**src/rtl/fir_decim_quant.sv**
```systemverilog
// Decimate a full-precision fir_out stream, round/saturate kept samples to width bits, buffer in a valid/ready FIFO.
// Optional build macro FIR_DECIM_QUANT_SATCNT_EN adds a 16-bit saturating sat_count output.
module fir_decim_quant #(
    parameter int width = 8,
    parameter int DECIM = 2,
    parameter int SHIFT = 8,
    parameter int DEPTH = 4
) (
    input  logic                     clk,
    input  logic                     rst,
    input  logic [2*width-1:0]       in_data,
    input  logic                     in_valid,
    output logic [width-1:0]         out_data,
    output logic                     out_valid,
    input  logic                     out_ready,
    output logic                     sat,
    output logic                     overflow,
    output logic [$clog2(DEPTH):0]   level
`ifdef FIR_DECIM_QUANT_SATCNT_EN
    ,
    output logic [15:0]              sat_count
`endif
);

    localparam int AW = $clog2(DEPTH);
    localparam int LW = AW + 1;
    localparam int PW = (DECIM > 1) ? $clog2(DECIM) : 1;
    localparam int RW = 2 * width + 1;
    localparam logic [RW-1:0] HALF = RW'(1) << (SHIFT - 1);

    logic [PW-1:0]    r_phase;
    logic [AW-1:0]    r_wr_ptr;
    logic [AW-1:0]    r_rd_ptr;
    logic [LW-1:0]    r_level;
    logic [width-1:0] r_out_data;
    logic             r_sat;
    logic             r_overflow;
    logic [width-1:0] r_mem [DEPTH];

    logic [RW-1:0]    w_round;
    logic [RW-1:0]    w_shift;
    logic             w_over;
    logic [width-1:0] w_q;
    logic             w_keep;
    logic             w_pop;
    logic             w_push;
    logic             w_drop;
    logic [AW-1:0]    w_rd_ptr_inc;
    logic [width-1:0] w_head_next;
    logic [LW-1:0]    w_level_next;

    // Rounding add is one bit wider than the input so 0xFF80-style values cannot wrap.
    assign w_round = {1'b0, in_data} + HALF;
    assign w_shift = w_round >> SHIFT;
    assign w_over  = |w_shift[RW-1:width];
    assign w_q     = w_over ? {width{1'b1}} : w_shift[width-1:0];

    assign w_keep       = in_valid && (r_phase == '0);
    assign w_pop        = (r_level != '0) && out_ready;
    assign w_push       = w_keep && ((r_level != LW'(DEPTH)) || w_pop);
    assign w_drop       = w_keep && !w_push;
    assign w_rd_ptr_inc = r_rd_ptr + AW'(1);

    // out_data is a register so it reads 0 after reset and holds its last value once empty.
    always_comb begin
        w_head_next = r_out_data;
        if (w_pop) begin
            if (r_level > LW'(1))
                w_head_next = r_mem[w_rd_ptr_inc];
            else if (w_push)
                w_head_next = w_q;
        end else if ((r_level == '0) && w_push) begin
            w_head_next = w_q;
        end
    end

    always_comb begin
        w_level_next = r_level;
        if (w_push && !w_pop)
            w_level_next = r_level + LW'(1);
        else if (!w_push && w_pop)
            w_level_next = r_level - LW'(1);
    end

    // NOTE: storage array has no reset; pointers and level define which entries are valid.
    always_ff @(posedge clk) begin
        if (!rst && w_push)
            r_mem[r_wr_ptr] <= w_q;
    end

    always_ff @(posedge clk) begin
        if (rst) begin
            r_phase    <= '0;
            r_wr_ptr   <= '0;
            r_rd_ptr   <= '0;
            r_level    <= '0;
            r_out_data <= '0;
            r_sat      <= 1'b0;
            r_overflow <= 1'b0;
        end else begin
            if (in_valid)
                r_phase <= (r_phase == PW'(DECIM - 1)) ? '0 : r_phase + PW'(1);
            if (w_push)
                r_wr_ptr <= r_wr_ptr + AW'(1);
            if (w_pop)
                r_rd_ptr <= w_rd_ptr_inc;
            r_level    <= w_level_next;
            r_out_data <= w_head_next;
            if (w_keep && w_over)
                r_sat <= 1'b1;
            if (w_drop)
                r_overflow <= 1'b1;
        end
    end

`ifdef FIR_DECIM_QUANT_SATCNT_EN
    logic [15:0] r_sat_count;

    always_ff @(posedge clk) begin
        if (rst)
            r_sat_count <= '0;
        else if (w_keep && w_over && (r_sat_count != 16'hFFFF))
            r_sat_count <= r_sat_count + 16'd1;
    end

    assign sat_count = r_sat_count;
`endif

    assign out_data  = r_out_data;
    assign out_valid = (r_level != '0);
    assign sat       = r_sat;
    assign overflow  = r_overflow;
    assign level     = r_level;

endmodule

```
**config.mk**
```make
export PLATFORM = sky130hd
export DESIGN_NAME = fir_decim_quant
export DESIGN_NICKNAME = d
export VERILOG_FILES = /design/src/rtl/fir_decim_quant.sv
export SDC_FILE = /design/constraint.sdc
export NUM_CORES = 1
export LEC_CHECK = 0
export ABC_AREA = 1
export CAP_MARGIN = 5
export CELL_PAD_IN_SITES_DETAIL_PLACEMENT = 0
export CELL_PAD_IN_SITES_GLOBAL_PLACEMENT = 1
export CORE_MARGIN = 8
export CORE_UTILIZATION = 41
export DETAILED_ROUTE_END_ITERATION = 12
export HOLD_SLACK_MARGIN = 0.06
export PLACE_DENSITY_LB_ADDON = 0.1
export SLEW_MARGIN = 20
export SYNTH_ARGS = -nofsm -noshare
export SYNTH_HDL_FRONTEND = slang
export SYNTH_SLANG_ARGS = --single-unit
```
**constraint.sdc**
```tcl
create_clock -name clk -period 2.8 [get_ports clk]
set_clock_uncertainty 0.15 [all_clocks]
set_input_delay 0.42 -clock clk [delete_from_list [all_inputs] [get_ports clk]]
set_output_delay 0.42 -clock clk [all_outputs]
set_load 0.05 [all_outputs]
```
Word level (Yosys, flattened, before mapping) --
Memories as Yosys holds them, arrays and structs flattened. Cells that the tools add are included.
Storage, ports and cells: flip-flop bits (word level) 18, memory bits (writable) 32, memories 1, output and inout bits 14, word-level logic and storage cells 46, input bits 20
Cells by class: bitwise operators 1, multiplexer cells 10, reduce and logical (&&, ||, !) cells 18, add/sub/neg operators 6, equal/unequal tests 2, magnitude comparators 1
Memory list:
- r_mem | depth 4, width 8, rd ports 1, clocked after Yosys merged registers in 0, write ports 1, RTL line 38 | logic [width-1:0] r_mem [DEPTH];
Operators by type and width (number):
- $mux W8 | 5
- $add A16 B8 Y17 const B | 1
- $logic_and A1 B1 Y1 | 9
- $mux W3 | 2
- $add A2 B1 Y2 const B | 2
- $reduce_bool A2 Y1 | 2
- $add A3 B1 Y3 const B | 1
- $gt A3 B1 Y1 const B | 1
- $logic_not A1 Y1 | 3
- $logic_not A3 Y1 | 1
- $mux W1 | 3
- $ne A3 B1 Y1 const B | 1
- $ne A3 B3 Y1 const B | 1
- $reduce_bool A3 Y1 | 1
- $sub A3 B1 Y3 const B | 1
- $reduce_and A2 Y1 | 1
- $add A1 B1 Y1 const B | 1
- $logic_or A1 B1 Y1 | 1
- $not A1 Y1 | 1

Logic depth before layout (Yosys ltp) --
word-level depth 8, mapped depth 16, depth with buffers taken out 16

Worst setup path after synthesis --
Ideal clock, no wire load.
path type reg-to-reg, start register r_level[0], in the netlist level[0], end memory r_mem[0][0], enable pin, setup slack 0.110 ns, library setup time 0.371 ns, period minus slack after synthesis 2.690 ns, cell stages (with the launch flop) 10, buffers on the path 0, data arrival time 2.169 ns, required time 2.279 ns, cell sequence dfxtp_1 -> inv_1 -> ha_1 -> nand2_4 -> nand2_4 -> nand3_1 -> inv_2 -> nor2_4 -> nand2_1 -> nor2_1
On the way: cells in the longest elaborated chain, start to end 7, elaborated cells between the ends (all ways) 8, classes of those cells 1 x eq/ne; 2 x mux; 5 x reduce/logical
Ends and longest elaborated chain:
- from (decl) | RTL line 34 | logic [LW-1:0] r_level;
- from (signal assigned) | RTL line 107 | r_level <= w_level_next;
- $reduce_bool A3 Y1
- named net out_valid | RTL line 14 | output logic out_valid,
- $logic_and A1 B1 Y1 | RTL line 59 | assign w_pop = (r_level != '0) && out_ready;
- $logic_or A1 B1 Y1 | RTL line 60 | assign w_push = w_keep && ((r_level != LW'(DEPTH)) || w_pop);
- $logic_and A1 B1 Y1 | RTL line 60
- $logic_and A1 B1 Y1 | RTL line 87 | if (!rst && w_push)
- $mux W1 | RTL line 87
- $mux W1 (implied by the code) | RTL line 88 | r_mem[r_wr_ptr] <= w_q;
- to (decl) | RTL line 38
The timed path passes the listed nets, and every way through them passes these cells.

Worst setup path after layout --
start register r_level[0], in the netlist level[0], end output out_valid
On the way: cells in the longest elaborated chain, start to end 1
Ends and longest elaborated chain:
- $reduce_bool A3 Y1 | RTL line 130 | assign out_valid = (r_level != '0);
- to (decl) | RTL line 14
No other way between the ends.

==> reports/qor.csv <==
metric;value;unit
yosysWarningCount;0;
coreArea;5890;µm²
setup_tns;0;ps
dpl_worst_slack;345;ps
hold_viol;0;
p_sw_frac;0.428;
num_rows;28;
grt.total_usage;0.123;
routed_wl;5.14;mm
clk-insertion-delay-late;290;ps
firstDrtPassIters;4;
drv_slew;0;
syn_inst;281;
worst_slew_pin_slew;508;ps
min_path_type;register to register;
clkSlewWorstSetupHoldPaths;80;ps
hpwlAfterDp;3.92;mm
worstPathRequired;2230;ps
cp.arrival;2040;ps
nFillCells;582;
synth_top_flop_cell;edfxtp_1;
gp_congestion;0.772;
drv_cap;0;
power_density;954;nW/µm²
die_w;93.7;µm
placed_cells;386;
io_buffers;26;
instances_no_fill;394;
ys_types;25;
syn_avg_cell_area;8.81;µm²
grt_first_pass_wirelength;8.49;mm
worstPathCellList;inv_1 -> ha_1 -> nand2_4 -> clkdlybuf4s50_1;
cts-root-buf;clkbuf_8;
worstPathMaxFanout;6;
fmax;384;MHz
drive_gt1_frac;0.119;
cts_setup_buffers;0;
p_seq_frac;0.348;
routedWlPerCell;13.0;µm
whs_path_depth;2;
htreeDepth;2;
combinationalPowerShare;0.470;
path_delay_family;buffers and inverters;
first_iter_violations;87;
area_growth;20.4;%
seq_area;1320;µm²
cts_buffers;5;
antenna_found_initial;0;
async_flop_share;0;
dieHeight;93.7;µm
vias_per_cell;4.56;
leakagePower;1.26;nW
synth_edf_count;32;
ys_seq_area_frac;0.534;
start_util;0.421;
antenna_left;0;
top_level_ports;34;
post-route-worst-setup-slack;195;ps
via_count;1798;
overflow;0;
rsz0062_at_grt;false;
outcome;finished, final reports clean;
cts_resized;0;
period_needed;2610;ps
cp.depth;4;
grt_pass1_vias;1706;
rr_worst_depth;13;
timing.final.crit_share;0.931;
ys_seq_elements;50;
irDropWorstVdd;0.000589;V
finalSetupViolCount;0;
path_buf_inv;2;
slowest_delay;800;ps
power_switching;1.22;mW
dieArea;8780;µm²
multi_input_area;992;µm²
critPathSlowestCell;clkdlybuf4s50_1;
n_antenna_cell;0;
nNetsFinal;349;
cts.sinks;50;
critPathLaunchType;register;
slew_headroom;0.661;
tritoncts;done;
clock_power_share;0.182;
cts_hold_buf;0;
synth.cell_area;2480;µm²
drc;0;
p_int;1.63;mW
end_kind;primary output;
critPathKind;register to primary output;
synth.net_count;312;
grt_start_max_net_pins;16;
cts_buffer_depth;2;
[kinds of logic after synthesis]
family / count (synthesis) / share of synthesized area
compound gates: 39 / 0.0859
buf+inv: 42 / 0.0657
xor+xnor: 4 / 0.0142
flops: 50 / 0.534
simple gates: 135 / 0.245
fa+ha+maj: 11 / 0.0556
[power groups by stage]
stage	Clock, mW	Sequential (mW)	Combinational (mW)
after floorplan	0	1.23	0.743
after global placement	0	1.01	1.34
after detailed placement	0	1.01	1.34
after CTS	0.534	0.994	1.35
after global routing	0.568	1.01	1.47
final	0.518	0.991	1.34
[flip-flops by register name (all words and copies together) (netlist names)]
signal and flops:
r_phase 1, r_mem 32, r_wr_ptr 2, level 3, sat 1, overflow 1
out_data 8, r_rd_ptr 2
[Yosys cell counts, types with 2 or more instances]
| master | instances | area, µm² |
|---|---|---|
| edfxtp_1 | 32 | 961 |
| nor2_4 | 2 | 22.5 |
| a21oi_1 | 18 | 90.1 |
| nand2_1 | 66 | 248 |
| nand2_4 | 2 | 22.5 |
| o21ai_1 | 3 | 15.0 |
| buf_2 | 2 | 10.0 |
| nor2_1 | 27 | 101 |
| inv_1 | 32 | 120 |
| ha_1 | 11 | 138 |
| o21ai_0 | 15 | 75.1 |
| inv_2 | 7 | 26.3 |
| nor2_2 | 5 | 31.3 |
| nand4_1 | 3 | 18.8 |
| nand2_2 | 5 | 31.3 |
| dfxtp_1 | 18 | 360 |
| nand3_1 | 23 | 115 |
| xor2_1 | 3 | 26.3 |
[routing by layer]
metal / wire length (µm) / part of all wire / track usage
met3: 120 / 0.023 / 0.0296
met5: 0 / 0 / 0
met1: 2780 / 0.54 / 0.174
met4: 27 / 0.0053 / 0.0317
met2: 2210 / 0.43 / 0.181
[stage by stage]
stage               hold slack, ps  total power [mW]   util  instance area (µm²)
global placement               301              2.35  0.487                 2870
global route                   343              3.05  0.507                 2980
detailed placement             306              2.35  0.487                 2870
finish                         319              2.85  0.507                 2980
CTS                            324              2.88  0.507                 2980
floorplan                      313              1.97      -                 2480
[cells in the final DEF, fill, tap and decap left out, types with 2 or more instances in the layout]
master,count
inv_2,7
nor2_1,27
a21oi_1,18
nand4_1,3
nand2_2,5
nand2_4,2
dfxtp_1,18
nor2_2,5
inv_1,32
edfxtp_1,32
o21ai_0,15
ha_1,11
buf_4,6
clkdlybuf4s50_1,26
nand3_1,23
o21ai_1,3
clkbuf_8,6
xor2_1,3
nor2_4,2
nand2_1,66
[cell type report]
class | instances | share of cell area
multi-input combinational | 189 | 0.333
tap | 75 | 0.0315
clock buffer | 7 | 0.0290
timing repair buffer | 32 | 0.102
sequential | 50 | 0.443
clock inverter | 1 | 0.0101
inverter | 40 | 0.0512
[path summary, 6_finish.rpt]
kind                            slack, ps         from           to
worst max-delay path                  190     level[0]    out_valid
worst min-delay path                  320  out_data[2]  out_data[2]
worst max register to register        410     level[0]     level[2]
worst min register to register        320  out_data[2]  out_data[2]
[worst reg2reg max path, cell delays in order (launching register included)]
cell and delay, ps:
dfxtp_1 450, inv_1 120, ha_1 260, nand2_4 110, nand2_4 100, nand3_1 100, inv_2 60, nor2_4 130
inv_2 60, ha_1 330, nor2_1 120, o21ai_0 100, o21ai_0 150, a21oi_1 50
Power figures use the tool's default switching activity.
==> edit 1: new RTL, config.mk and constraints unchanged <==
Add a define of `FIR_DECIM_QUANT_SATCNT_EN`.
--- a/src/rtl/fir_decim_quant.sv
+++ b/src/rtl/fir_decim_quant.sv
@@ -1,5 +1,7 @@
 // Decimate a full-precision fir_out stream, round/saturate kept samples to width bits, buffer in a valid/ready FIFO.
 // Optional build macro FIR_DECIM_QUANT_SATCNT_EN adds a 16-bit saturating sat_count output.
+`define FIR_DECIM_QUANT_SATCNT_EN
+
 module fir_decim_quant #(
     parameter int width = 8,
     parameter int DECIM = 2,
Function (old outputs only; new: sat_count): kept (equiv_simple and equiv_induct, registers matched by name and starting in step).
==> edit 1 against the unedited design <==
  * Worst hold slack lost 0.0024 ns
  * Sequential cell count rose by 16
  * Total power up 13%
  * Wire length up 52%
  * Sequential share of layout area fell by 4.8 points
  * Final area increased by 40%
  * Non-clock buffer count rose by 17
  * Synthesized area rose by 38%
  * Worst setup slack improved by 0.071 ns
  * Global-route usage is 2.4 points higher
  * Critical path depth stayed put
  * Largest power group unchanged
==> edit 1: results (changes against the unedited design) <==
Outcome:
- Result of the run: complete, no violations (unchanged).

Clock network:
- The maximum level of the CTS H-tree is 3 (was 2).
- The source-to-sink clock delay at the later pin of the worst-skew pair is 0.34 ns (was 0.29 ns).
- The clock buffer count from CTS is 9 (was 5).

Routing:
- The total wire length is 7830 µm (was 5140 µm).
- The number of DRC violations after detailed-routing iteration 0 is 79 (was 87).
- The number of vias in the routed layout is 2851 (was 1798).

Setup path:
- The register-to-register setup slack came to 0.44 ns (was 0.41 ns).
- The depth of the worst register-to-register path is 14 (was 13).
- The data arrival time of the critical path came to 1.96 ns (was 2.04 ns).
- The critical-path maximum fanout is 5 (was 6).
- The highest cell delay on the worst timing path was 0.83 ns (was 0.80 ns).
- The endpoint of the lowest-slack register-to-register path was out_data[0]$_SDFFE_PP0P_ (was level[2]$_SDFFE_PP0P_).

Timing:
- The final worst hold slack was 0.317 ns (was 0.319 ns).
- The slew of the pin with the lowest slew margin is 0.511 ns (was 0.508 ns).

Synth:
- The proportion of synthesized chip area in sequential cells is 0.481 (was 0.534).
- The flip-flop cell with the highest count after synthesis is sky130_fd_sc_hd__dfxtp_1 (was sky130_fd_sc_hd__edfxtp_1).
- The post-synthesis net count is 464 (was 312).
- The number of different library cells in the post-synthesis netlist was 26 (was 25).
- Synth cell count leaders: sky130_fd_sc_hd__nand2_1, sky130_fd_sc_hd__inv_1, sky130_fd_sc_hd__nor2_1 (was sky130_fd_sc_hd__nand2_1, sky130_fd_sc_hd__edfxtp_1, sky130_fd_sc_hd__inv_1).
- Synth area leaders: sky130_fd_sc_hd__edfxtp_1, sky130_fd_sc_hd__dfxtp_1, sky130_fd_sc_hd__nand2_1 (unchanged).

Pwr:
- The leakage power summed over all cells is 1.65 nW (was 1.26 nW).
- The worst supply voltage drop on vdd is 0.000459 V (was 0.000589 V).
- The internal power of the cells is 1.88 mW (was 1.63 mW).

Layout:
- The fill cell total of the finished layout was 800 (was 582).
- The post-layout net count is 517 (was 349).

Placement:
- The HPWL after detailed placement was 5700 µm (was 3920 µm).
- The total of buffers placed on input and output ports is 42 (was 26).
- The placer's final routability congestion estimate was 0.767 (was 0.772).

Global routing:
- The via count of the first global-routing pass is 2824 (was 1706).
- The pin count of the biggest net entering global routing is 21 (was 16).
- The first-pass GRT wire length is 13200 µm (was 8490 µm).
- The overall track demand over capacity in global routing was 0.146 (was 0.123).

Min path:
- The hold path startpoint is sat$_SDFFE_PP0P_ (was out_data[2]$_SDFFE_PP0P_).
- The destination of the worst hold path is sat$_SDFFE_PP0P_ (was out_data[2]$_SDFFE_PP0P_).
==> edit 1: cell types whose count changed after synthesis, sizes merged, moves of 10 or more <==
cell and delta:
o21ai +10, nor2 +11, nand2 +72, inv +13, a21oi +15, dfxtp +16
==> edit 1: stage by stage <==
stage           util  setup slack, ns  power, mW  instances  instance area, µm²
2_1_floorplan      -           0.0799       2.11        432                3420
3_3_place_gp   0.489            0.302       2.51        579                3980
3_5_place_dp   0.489            0.283       2.52        579                3980
4_1_cts        0.511            0.232       3.26        595                4160
5_1_grt        0.511            0.117       3.46        595                4160
6_report       0.511            0.265       3.22        595                4160
==> edit 1: kinds of logic (layout without fill, tap and decap cells) <==
| group | after synthesis | after routing | synth area share |
|---|---|---|---|
| AOI/OAI and AO/OA | 63 | 63 | 0.102 |
| adders and majority gates | 12 | 12 | 0.0440 |
| DFF | 66 | 66 | 0.481 |
| xor gates and xnor gates | 10 | 10 | 0.0256 |
| and+or+nand+nor | 221 | 221 | 0.276 |
| buffers and inverters | 60 | 118 | 0.0718 |
==> edit 1: cell type report <==
cell class / instances / area share
inverters: 53 / 0.0484
flip-flops and latches: 66 / 0.395
repair buffers: 49 / 0.114
multi-input cells: 306 / 0.367
clock inverters: 7 / 0.0141
clock buffers: 9 / 0.0298
well taps: 105 / 0.0316
==> edit 1: worst max-delay path by stage <==
stage | endpoint | slack, ns | depth (start not counted)
after CTS | out_valid | 0.23 | 4
final | out_valid | 0.27 | 4
after global placement | out_data[0]$_SDFFE_PP0P_ | 0.30 | 12
after detailed placement | out_data[0]$_SDFFE_PP0P_ | 0.28 | 12
after floorplan | r_mem[0][0]$_DFFE_PP_ | 0.08 | 9
after global routing | out_valid | 0.12 | 4
==> edit 1: metal layers <==
metal	vias up	wire [µm]	GRT usage
li1	1490	-	-
met1	1300	3580	0.176
met2	53	3720	0.240
met3	8	416	0.0455
met4	0	114	0.0553
met5	-	0	0
==> edit 1: worst max-delay path, delay by kind of cell (launching register included) <==
family	cells	cell delay (ns)
AND/OR/NAND/NOR	1	0.13
buffers and inverters	2	0.92
adder cells (fa/ha/maj)	1	0.21
flip-flops	1	0.37
==> edit 1: power groups by stage <==
stage / logic [mW] / registers (mW) / clock network, mW
final: 1.27 / 1.22 / 0.735
after global routing: 1.42 / 1.23 / 0.803
after CTS: 1.29 / 1.22 / 0.760
after detailed placement: 1.28 / 1.24 / 0
after global placement: 1.27 / 1.24 / 0
after floorplan: 0.607 / 1.50 / 0
==> edit 2: new RTL, same flow settings <==
Made on the original files. Register the output `level` once more, with the module's reset; this adds one clock of latency there. The other outputs are not delayed to match.
--- a/src/rtl/fir_decim_quant.sv
+++ b/src/rtl/fir_decim_quant.sv
@@ -130,7 +130,13 @@
     assign out_valid = (r_level != '0);
     assign sat       = r_sat;
     assign overflow  = r_overflow;
-    assign level     = r_level;
+    always_ff @(posedge clk) begin
+        if (rst) begin
+            level <= '0;
+        end else begin
+            level <= r_level;
+        end
+    end
 
 endmodule
 
Formal check against the unedited RTL: not equivalent (Yosys sat finds a counterexample within 4 cycles, from zero or initial values and one cycle with rst high).
==> edit 2 against the unedited design <==
  * Cell count is 0.51% higher
  * Largest cell class unchanged
  * Sequential cell count rose by 3
  * Synthesized cell count increased by 0.36%
  * Utilization decreased by 1.9 points
  * Synthesized area rose by 3.7%
  * Worst setup slack improved by 0.021 ns
  * Final area increased by 1.4%
  * Highest routed layer unchanged
  * Total power fell by 3.9%
  * Wire length is 9.0% higher
  * Critical endpoint unchanged
  * Register-to-register slack got worse by 0.04 ns
  * First-iteration DRC count grew 10%
==> edit 2: results (changes against the unedited design) <==
Outcome:
- Result of the run: complete, no violations (unchanged).

Placement:
- The placement-stage cell area is 0.00294 mm² (was 0.00287 mm²).
- The HPWL after detailed placement is 4090 µm (was 3920 µm).
- The pre-CTS setup slack is 0.332 ns (was 0.345 ns).

Routing:
- The detailed route wirelength on metal3 is 195 µm (was 120 µm).
- The post-route met1 wirelength was 2730 µm (was 2780 µm).
- The number of vias in the routed layout came to 1883 (was 1798).
- The routed length on met2 is 2610 µm (was 2210 µm).
- The average via count per standard cell is 4.76 (was 4.56).

Min path:
- The hold path startpoint is out_data[7]$_SDFFE_PP0P_ (was out_data[2]$_SDFFE_PP0P_).
- The destination of the worst hold path is out_data[7]$_SDFFE_PP0P_ (was out_data[2]$_SDFFE_PP0P_).

Setup path:
- The depth of the worst register-to-register path is 16 (was 13).
- The startpoint of the worst-slack reg-to-reg timing path is r_level[1]$_SDFFE_PP0P_ (was level[0]$_SDFFE_PP0P_).

Timing:
- The max-slew headroom at the worst pin is 0.659 (was 0.661).
- The ratio of final minimum period to clock period was 0.923 (was 0.931).

Global routing:
- The first-pass GRT wire length is 9210 µm (was 8490 µm).
- The global routing met3 resource utilization was 0.0213 (was 0.0296).
- The overall track demand over capacity in global routing is 0.134 (was 0.123).
- The global routing met1 resource utilization is 0.180 (was 0.174).

Layout:
- The non-clock inverter count in the final layout was 36 (was 40).
- The sequential fraction of total cell area came to 0.457 (was 0.443).
- The area growth from synthesis to final layout was 17.7% (was 20.4%).
- The count of clock buffers in the final design was 6 (was 7).
- The multi-input gate count is 190 (was 189).
- The count of sequential standard cells is 53 (was 50).
- The fill cell total of the finished layout is 612 (was 582).
- The clock tree cell share of total cell area is 0.0273 (was 0.0390).
- The fraction of layout cells with a size suffix above 1 is 0.129 (was 0.119).
- The area of combinational cells with multiple inputs came to 0.00102 mm² (was 992 µm²).

Synth:
- The post-synthesis net count is 313 (was 312).
- The proportion of synthesized chip area in sequential cells is 0.538 (was 0.534).
- The synthesized area per cell is 9.11 µm² (was 8.81 µm²).
- Synth cell count leaders: sky130_fd_sc_hd__nand2_1, sky130_fd_sc_hd__edfxtp_1, sky130_fd_sc_hd__nor2_1 (was sky130_fd_sc_hd__nand2_1, sky130_fd_sc_hd__edfxtp_1, sky130_fd_sc_hd__inv_1).
- The number of cells produced by synthesis was 282 (was 281).

Pwr:
- The sequential group share of total power was 0.382 (was 0.348).
- The switching portion of total power came to 0.436 (was 0.428).
edit 2: cell count changes after synthesis, moves of 2 or more:
| cell | change |
|---|---|
| sky130_fd_sc_hd__buf_2 | -2 |
| sky130_fd_sc_hd__buf_6 | +2 |
| sky130_fd_sc_hd__dfxtp_1 | +3 |
| sky130_fd_sc_hd__inv_1 | -3 |
| sky130_fd_sc_hd__inv_2 | -2 |
| sky130_fd_sc_hd__nand3_1 | -5 |
| sky130_fd_sc_hd__nand3b_1 | +2 |
| sky130_fd_sc_hd__nor2_1 | +3 |
| sky130_fd_sc_hd__o21ai_1 | -2 |
| sky130_fd_sc_hd__o21bai_1 | +2 |
| sky130_fd_sc_hd__xor2_1 | -2 |
edit 2: logic make-up (layout without fill, tap and decap cells):
kind of cell | count (synthesis) | count (layout) | share of synthesized area
buf+inv | 39 | 76 | 0.0658
fa+ha+maj | 11 | 11 | 0.0536
simple gates | 136 | 136 | 0.244
flops | 53 | 53 | 0.538
xor+xnor | 2 | 2 | 0.00682
compound gates | 41 | 41 | 0.0921
